File: config.mk
export PLATFORM = sky130hd
export DESIGN_NAME = checker_mc
export DESIGN_NICKNAME = d
export VERILOG_FILES = /design/src/rtl/checker_mc.sv
export SDC_FILE = /design/constraint.sdc
export NUM_CORES = 1
export LEC_CHECK = 0
export ABC_AREA = 1
export CAP_MARGIN = 0
export CORE_MARGIN = 1
export CORE_UTILIZATION = 59
export DETAILED_ROUTE_END_ITERATION = 8
export GPL_ROUTABILITY_DRIVEN = 0
export PLACE_DENSITY_LB_ADDON = 0.1
export SKIP_LAST_GASP = 1
export SYNTH_ARGS = -nofsm -noshare
export SYNTH_HDL_FRONTEND = slang
export SYNTH_SLANG_ARGS = --single-unit
File: constraint.sdc
create_clock -name sys_clk -period 4.6 [get_ports sys_clk]
set_input_delay 1.38 -clock sys_clk [delete_from_list [all_inputs] [get_ports sys_clk]]
set_output_delay 1.38 -clock sys_clk [all_outputs]
set_load 0.01 [all_outputs]
File: src/rtl/checker_mc.sv
// checker_mc: CSR-controlled check dispatcher for NCHAN backends.
// A CSR file holds the mode, check address, watchdog limit and interrupt
// enables. A start command launches one run on the backend selected by MODE.
// The run is tracked by a watchdog, a cycle counter and a run counter, and
// finishes with a done, timeout or abort outcome recorded in STATUS.
module checker_mc #(
  parameter logic [3:0] csr_addr = 4'h0,
  parameter int         MODE_W   = 2,
  parameter int         ADDR_W   = 64
) (
  input  logic                        sys_clk,
  input  logic                        sys_rst,
  input  logic [13:0]                 csr_a,
  input  logic                        csr_we,
  input  logic [31:0]                 csr_di,
  output logic [31:0]                 csr_do,
  output logic                        irq,
  output logic [MODE_W-1:0]           cmode,
  output logic [(1<<MODE_W)-1:0]      cstart,
  output logic [(1<<MODE_W)-1:0]      cabort,
  output logic [ADDR_W-1:0]           caddr,
  input  logic [(1<<MODE_W)-1:0]      cend,
  input  logic [8*(1<<MODE_W)-1:0]    cctrl
);

  localparam int NCHAN = 1 << MODE_W;

  // Register offsets within the bank (csr_a[3:0]).
  localparam logic [3:0] REG_CTRL    = 4'd0;
  localparam logic [3:0] REG_MODE    = 4'd1;
  localparam logic [3:0] REG_ADDR_LO = 4'd2;
  localparam logic [3:0] REG_ADDR_HI = 4'd3;
  localparam logic [3:0] REG_TIMEOUT = 4'd4;
  localparam logic [3:0] REG_STATUS  = 4'd5;
  localparam logic [3:0] REG_IRQEN   = 4'd6;
  localparam logic [3:0] REG_CYCLES  = 4'd7;
  localparam logic [3:0] REG_RUNS    = 4'd8;

  // The encoding is visible to software through CTRL[1:0].
  typedef enum logic [1:0] {
    IDLE  = 2'd0,
    START = 2'd1,
    RUN   = 2'd2,
    DONE  = 2'd3
  } state_t;

  state_t state;
  state_t state_next;

  // Configuration registers.
  logic [MODE_W-1:0] mode_reg;
  logic [ADDR_W-1:0] addr_reg;
  logic [31:0]       timeout_reg;
  logic [2:0]        irqen_reg;

  // Status and run bookkeeping.
  logic [7:0]        result_reg;
  logic              done_flag;
  logic              tmo_flag;
  logic              abt_flag;
  logic [31:0]       cycles_reg;
  logic [31:0]       runs_reg;
  logic              abort_pend;

  // Decoded bus access.
  logic              sel;
  logic [3:0]        reg_idx;
  logic              wr;
  logic              ctrl_wr;
  logic              start_wr;
  logic              abort_wr;
  logic              busy;

  // Run event qualifiers.
  logic              cend_hit;
  logic              tmo_hit;
  logic              abort_hit;
  logic [31:0]       cyc_inc;
  logic [7:0]        res_sel;
  logic [NCHAN-1:0]  onehot_mode;
  logic [NCHAN-1:0]  onehot_cmode;

  // FSM decisions consumed by the bookkeeping register block.
  logic              do_start;
  logic              do_end;
  logic              do_abort;
  logic              do_tmo;

  logic [31:0]       rd_data;
  logic [31:0]       addr_hi_rd;

  // Address bits between the bank select and the register offset carry no meaning.
  logic              unused_csr_a;
  assign unused_csr_a = ^csr_a[9:4];

  assign sel      = (csr_a[13:10] == csr_addr);
  assign reg_idx  = csr_a[3:0];
  assign wr       = sel && csr_we;
  assign ctrl_wr  = wr && (reg_idx == REG_CTRL);
  assign start_wr = ctrl_wr && csr_di[0];
  assign abort_wr = ctrl_wr && csr_di[1];
  assign busy     = (state != IDLE);

  assign onehot_mode  = NCHAN'(1) << mode_reg;
  assign onehot_cmode = NCHAN'(1) << cmode;

  // A run only listens to the backend it was launched on.
  assign cend_hit  = cend[cmode];
  // Abort requested in START is held one cycle and acted on in the first RUN cycle.
  assign abort_hit = abort_wr || abort_pend;
  // Cycle count including the current RUN cycle, saturating at all ones.
  assign cyc_inc   = (cycles_reg == 32'hFFFF_FFFF) ? cycles_reg : cycles_reg + 32'd1;
  // The watchdog fires in the RUN cycle that brings CYCLES up to TIMEOUT.
  assign tmo_hit   = (timeout_reg != 32'd0) && (cyc_inc == timeout_reg);

  // Pick the result byte belonging to the active backend.
  always_comb begin
    res_sel = '0;
    for (int i = 0; i < NCHAN; i++) begin
      if (cmode == MODE_W'(i)) begin
        res_sel = cctrl[8*i +: 8];
      end
    end
  end

  // Run state register.
  always_ff @(posedge sys_clk) begin
    if (sys_rst) begin
      state <= IDLE;
    end else begin
      state <= state_next;
    end
  end

  // Next-state logic; completion beats abort, abort beats the watchdog.
  always_comb begin
    state_next = state;
    do_start   = 1'b0;
    do_end     = 1'b0;
    do_abort   = 1'b0;
    do_tmo     = 1'b0;
    case (state)
      IDLE: begin
        if (start_wr && !abort_wr) begin
          state_next = START;
          do_start   = 1'b1;
        end
      end
      START: begin
        state_next = RUN;
      end
      RUN: begin
        if (cend_hit) begin
          state_next = DONE;
          do_end     = 1'b1;
        end else if (abort_hit) begin
          state_next = DONE;
          do_abort   = 1'b1;
        end else if (tmo_hit) begin
          state_next = DONE;
          do_tmo     = 1'b1;
        end
      end
      DONE: begin
        state_next = IDLE;
      end
      default: begin
        state_next = IDLE;
      end
    endcase
  end

  // Configuration registers; run parameters are frozen while a run is active.
  always_ff @(posedge sys_clk) begin
    if (sys_rst) begin
      mode_reg    <= '0;
      addr_reg    <= '0;
      timeout_reg <= '0;
      irqen_reg   <= '0;
    end else begin
      if (wr && !busy) begin
        case (reg_idx)
          REG_MODE:    mode_reg              <= csr_di[MODE_W-1:0];
          REG_ADDR_LO: addr_reg[31:0]        <= csr_di;
          REG_ADDR_HI: addr_reg[ADDR_W-1:32] <= csr_di[ADDR_W-33:0];
          REG_TIMEOUT: timeout_reg           <= csr_di;
          default: ;
        endcase
      end
      if (wr && (reg_idx == REG_IRQEN)) begin
        irqen_reg <= csr_di[2:0];
      end
    end
  end

  // Backend strobes, run counters and status flags; a flag set wins over its W1C.
  always_ff @(posedge sys_clk) begin
    if (sys_rst) begin
      cstart     <= '0;
      cabort     <= '0;
      cmode      <= '0;
      caddr      <= '0;
      cycles_reg <= '0;
      runs_reg   <= '0;
      result_reg <= '0;
      done_flag  <= 1'b0;
      tmo_flag   <= 1'b0;
      abt_flag   <= 1'b0;
      abort_pend <= 1'b0;
    end else begin
      cstart     <= do_start ? onehot_mode : '0;
      cabort     <= (do_abort || do_tmo) ? onehot_cmode : '0;
      abort_pend <= (state == START) && abort_wr;

      if (do_start) begin
        cmode <= mode_reg;
        caddr <= addr_reg;
      end

      if (state == START) begin
        cycles_reg <= '0;
      end else if (state == RUN) begin
        cycles_reg <= cyc_inc;
      end

      if (wr && (reg_idx == REG_STATUS)) begin
        if (csr_di[8]) done_flag <= 1'b0;
        if (csr_di[9]) tmo_flag  <= 1'b0;
        if (csr_di[10]) abt_flag <= 1'b0;
      end

      if (do_end) begin
        result_reg <= res_sel;
        done_flag  <= 1'b1;
        runs_reg   <= runs_reg + 32'd1;
      end
      if (do_tmo) begin
        tmo_flag <= 1'b1;
      end
      if (do_abort) begin
        abt_flag <= 1'b1;
      end
    end
  end

  // Read multiplexer; unselected banks and unmapped offsets read as zero.
  always_comb begin
    rd_data    = '0;
    addr_hi_rd = '0;
    addr_hi_rd[ADDR_W-33:0] = addr_reg[ADDR_W-1:32];
    if (sel) begin
      case (reg_idx)
        REG_CTRL:    rd_data[1:0]        = state;
        REG_MODE:    rd_data[MODE_W-1:0] = mode_reg;
        REG_ADDR_LO: rd_data             = addr_reg[31:0];
        REG_ADDR_HI: rd_data             = addr_hi_rd;
        REG_TIMEOUT: rd_data             = timeout_reg;
        REG_STATUS:  rd_data[11:0]       = {busy, abt_flag, tmo_flag, done_flag, result_reg};
        REG_IRQEN:   rd_data[2:0]        = irqen_reg;
        REG_CYCLES:  rd_data             = cycles_reg;
        REG_RUNS:    rd_data             = runs_reg;
        default:     rd_data             = '0;
      endcase
    end
  end

  // Registered read data port.
  always_ff @(posedge sys_clk) begin
    if (sys_rst) begin
      csr_do <= '0;
    end else begin
      csr_do <= rd_data;
    end
  end

  assign irq = |({abt_flag, tmo_flag, done_flag} & irqen_reg);

endmodule

Word level (Yosys, flattened, before mapping)
Index checks and enable logic that the tools add are counted.
- register bits: 285
- input bits: 85
- output and inout port bits: 107
- word-level logic and storage cells: 120
- add/subtract/negate cells: 2
- order comparisons: 1
- equality and inequality tests: 18
- shift-type cells: 2
- mux-type cells: 36
- bitwise gates (word level): 4
- reduce and logical (&&, ||, !) cells: 39
- operator list (kind ; number):
    case mux 20 bit (5 select lines) ; 1
    adder 32 x 1 -> 32 bit (second input constant) ; 2
    case mux 9 bit (6 select lines) ; 1
    == test 32 bit ; 1
    == test 32 bit (second input constant) ; 1
    2-to-1 mux 32 bit ; 1
    2-to-1 mux 8 bit ; 4
    nonzero test 32 bit ; 1
    2-to-1 mux 1 bit ; 21
    case mux 2 bit (9 select lines) ; 1
    == test 4 x 3 -> 1 bit (second input constant) ; 4
    AND reduction 2 bit ; 8
    nonzero test 2 bit ; 7
    logical AND 1 bit ; 10
    == test 2 bit (second input constant) ; 4
    == test 4 x 2 -> 1 bit (second input constant) ; 2
    zero test 4 bit ; 2
    2-to-1 mux 2 bit ; 4
    case mux 2 bit (4 select lines) ; 1
    OR reduction 2 bit ; 4
    left shift 1 x 2 -> 4 bit (first input constant) ; 2
    case mux 1 bit (7 select lines) ; 1
    == test 2 x 1 -> 1 bit (second input constant) ; 2
    == test 4 x 1 -> 1 bit (second input constant) ; 1
    other kinds (11) ; 16

Logic depth before layout (Yosys ltp)
- word-level depth: 11
- depth in mapped cells: 20
- depth with buffers taken out: 20

Least setup slack after synthesis
OpenSTA, ideal clock, no wires.
- path kind: input to register
- start: in csr_a[13]
- end: reg addr_reg[54]
- library setup time: 0.116 ns
- arrival: 2.894 ns
- required time: 4.484 ns
- slack: 1.591 ns
- stages on the path: 10
- path buffers: 2
- cells stage by stage: nor4_1 nand2_1 inv_1 nand2_1 nor2_1 inv_1 clkbuf_1 clkbuf_1 nor2_1 nor2_1
- longest elaborated chain between the ends: 4
- RTL lines (element ; line ; source):
    from (decl) ; 13 ; input logic [13:0] csr_a,
    zero test 4 bit ; 96 ; assign sel = (csr_a[13:10] == csr_addr);
    logical AND 1 bit ; 98 ; assign wr = sel && csr_we;
    logical AND 1 bit ; 181 ; if (wr && !busy) begin
    AND reduction 2 bit (no source line) ; n/a ;
    to (signal, indexed assignment) ; 185 ; REG_ADDR_HI: addr_reg[ADDR_W-1:32] <= csr_di[ADDR_W-33:0];
    to (decl) ; 52 ; logic [ADDR_W-1:0] addr_reg;
No other way between the ends.
A chain may end at the register's enable or synchronous reset.

Final worst setup path
- start: in csr_a[0]
- end: reg timeout_reg[16]
- longest elaborated chain between the ends: 2
- RTL lines (element ; line ; source):
    == test 4 x 3 -> 1 bit ; 182 ; case (reg_idx)
    AND reduction 2 bit (no source line) ; n/a ;
    to (signal assigned) ; 186 ; REG_TIMEOUT: timeout_reg <= csr_di;
    to (decl) ; 53 ; logic [31:0] timeout_reg;
No other way between the ends.

==> impl_metrics.yaml <==
outcome:
  status: "complete, no violations"
cells_and_area:
  areaGrowthSynthToFinish_pct: 23.18
  final_cells: 2349
  nets: 2142
  drive_gt1_share_pct: 4.725
  num_antenna_cells: 0
setup_path:
  worstPathArrival_ps: 3900
  critical_path.cell_chain: "clkdlybuf4s50_1 -> nor2_1 -> inv_1 -> nor2_1 -> clkinv_1 -> nor2_1 -> buf_4 -> inv_1 -> buf_4 -> o21ai_0 -> a21oi_1"
  required_ps: 5010
  crit_slowest_cell: "clkdlybuf4s50_1"
  crit_fanout: 36
  cp_common_cell: "nor2_1"
  start_kind: "primary input"
  cp-end-kind: "register"
  crit_type: "in2reg"
  cpPeakStageDelay_ps: 450
yosys:
  synthAdderAreaFrac_pct: 0.4802
  synth_edf_count: 0
  synth.distinct_cells: 43
  synth_top_flop_cell: "dfxtp_1"
  ys_top_cells_by_count: "nand2_1 (465), dfxtp_1 (285), nor2_1 (265), a21oi_1 (194), inv_1 (191)"
  ys_warn_count: 0
  muxShareOfSynthArea_pct: 0
  synth_compound_area_share_pct: 18.86
  postSynthAreaPerCell_sq_um: 6.849
  yosysSeqAreaShare_pct: 43.80
  synth_top_family_by_area: "simple AND/OR/NAND/NOR gates"
  synth-simple-area-share_pct: 27.22
  yosys.cell_count.top_type: "nand2_1"
  yosysTopAreaCellShare_pct: 43.80
  synth_area_sq_um: 13030
  yosysTopAreaCell: "dfxtp_1"
  synth_fp_nets: 1992
  ys_top_cells_by_area: "dfxtp_1 (44%), nand2_1 (13%), nor2_1 (7.6%), a21oi_1 (7.5%), o21ai_0 (7.0%)"
  synth-seq-cells: 285
  synth-xor-area-share_pct: 1.277
  synthCells: 1902
  async_flop_share_pct: 0
timing:
  relSlewSlack_pct: 24.56
  fin_skew_ps: 14.65
  finalCritPeriodShare_pct: 75.77
  timing.hold.ws_ps: 462.7
  worst_pin_slew_ps: 1130
  rsz0062_at_grt: "false"
  fin_crit_ps: 3485
  drv_slew: 0
  final.setup.tns_ps: 0
  finalSetupViolCount: 0
  final-hold-violation-count: 0
  max_freq_mhz: 286.9
floorplan:
  die-area_sq_um: 22680
  die_w_um: 150.6
  coreArea_sq_um: 21350
  start_util_pct: 61.01
  rows: 53
  die_h_um: 150.6
  io_pins: 192
power:
  pwr-share-seq_pct: 44.6
  internal-power_mw: 4.448
  clockPowerShare_pct: 39.7
  vdd.ir_drop.worst_v: 0.0003314
  power.leakage_nw: 6.255
  netSwitchingPower_mw: 1.816
  swShare_pct: 28.99
  total_power_mw: 6.264
  pwr_density_cell_nw_per_um2: 390.3
  combinationalPowerShare_pct: 15.7
route:
  post_drt_wl_per_cell_um: 17.77
  drc_errors: 0
  wl_um: 41750
  drt-initial-drc-count: 1297
  post_drt_via_cell_ratio: 5.845
  final_antenna_net_count: 0
  num_vias: 13730
  dr.pass1.iters: 6
cts:
  cts.path.max_buffers: 3
  cts_hold_buf: 0
  cts.sinks: 285
  cts_max_level: 1
  postCtsSetupBuffers: 0
  cts_buffers: 29
  insertion_delay_ps: 550
  cts_tree: "built"
  post_cts_resized: 0
  path_clk_slew_ps: 60
  cts_root_buf: "clkbuf_16"
place:
  dp.cells: 2296
  io_buffer_count: 185
  post-dp-hpwl_um: 29690
global_routing:
  overflow: 0
  antenna_found_initial: 0
  track_usage_pct: 36.64
  grt_pass1_vias: 12560
  grt_max_degree: 64
  grt_pass1_wl_um: 64790
min_path:
  min_path_type: "reg2reg"
job:
  drv_cap: 0
critical path: cells and delay by family:
kind | cells | cell delay [ps]
buffers and inverters | 6 | 1670
AND/OR/NAND/NOR | 3 | 580
AO/OA/AOI/OAI | 2 | 260
cell families after synthesis:
logic type | count (synthesis)
adders and majority gates | 5
buffers and inverters | 284
xor gates and xnor gates | 19
DFF | 285
AOI/OAI and AO/OA | 449
and+or+nand+nor | 860
final timing paths:
| check | start | end | slack [ps] | cells after the start |
|---|---|---|---|---|
| max | csr_a[0] | timeout_reg[16] | 1110 | 11 |
| min | caddr[37] | caddr[37] | 460 | 2 |
| max reg2reg | cycles_reg[0] | cabort[2] | 1300 | 17 |
| min reg2reg | caddr[37] | caddr[37] | 460 | 2 |
per-layer routing:
layer / global-route usage (%) / part of all wire, % / vias to the layer above / wire [um]
li1: - / - / 6493 / -
met2: 61.13 / 46 / 753 / 19350
met3: 5.455 / 8.2 / 203 / 3417
met1: 44.17 / 38 / 6282 / 15980
met4: 23.35 / 7.2 / 0 / 2999
met5: 0 / 0 / - / 0
layout by cell type (no fill, tap or decap), types with 20 or more instances in the layout:
cell type	instances
nand2_1	465
dfxtp_1	285
nor2_1	261
a21oi_1	194
inv_1	191
clkdlybuf4s50_1	184
o21ai_0	183
nand3_1	60
a221oi_1	33
clkbuf_16	29
nor3_1	22
buf_4	20
layout make-up:
type | count | area [sq um]
Multi-Input combinational cell | 1333 | 6247
Sequential cell | 285 | 5705
Fill cell | 1704 | 5305
Timing Repair Buffer | 205 | 1997
Clock buffer | 42 | 844.6
Inverter | 198 | 743.2
Tap cell | 275 | 344.1
Clock inverter | 11 | 166.4
power by group through the flow:
| stage | sequential, mW | clock, mW | combinational [mW] |
|---|---|---|---|
| floorplan | 2.77 | 0 | 0.673 |
| global placement | 2.83 | 0 | 0.914 |
| detailed placement | 2.84 | 0 | 0.942 |
| CTS | 2.78 | 2.48 | 0.955 |
| global route | 2.81 | 2.59 | 1.10 |
| finish | 2.79 | 2.49 | 0.981 |
per-stage QoR:
step                      worst slack (ps)  utilization, %  area [sq um]
final                                 1115           75.16         16050
after global routing                 890.0           75.16         16050
after CTS                             1199           75.16         16050
after detailed placement             662.4           70.42         15040
after global placement               755.9           70.42         15040
after floorplan                       1591               -         13030
(Power assumes the default switching activity.)
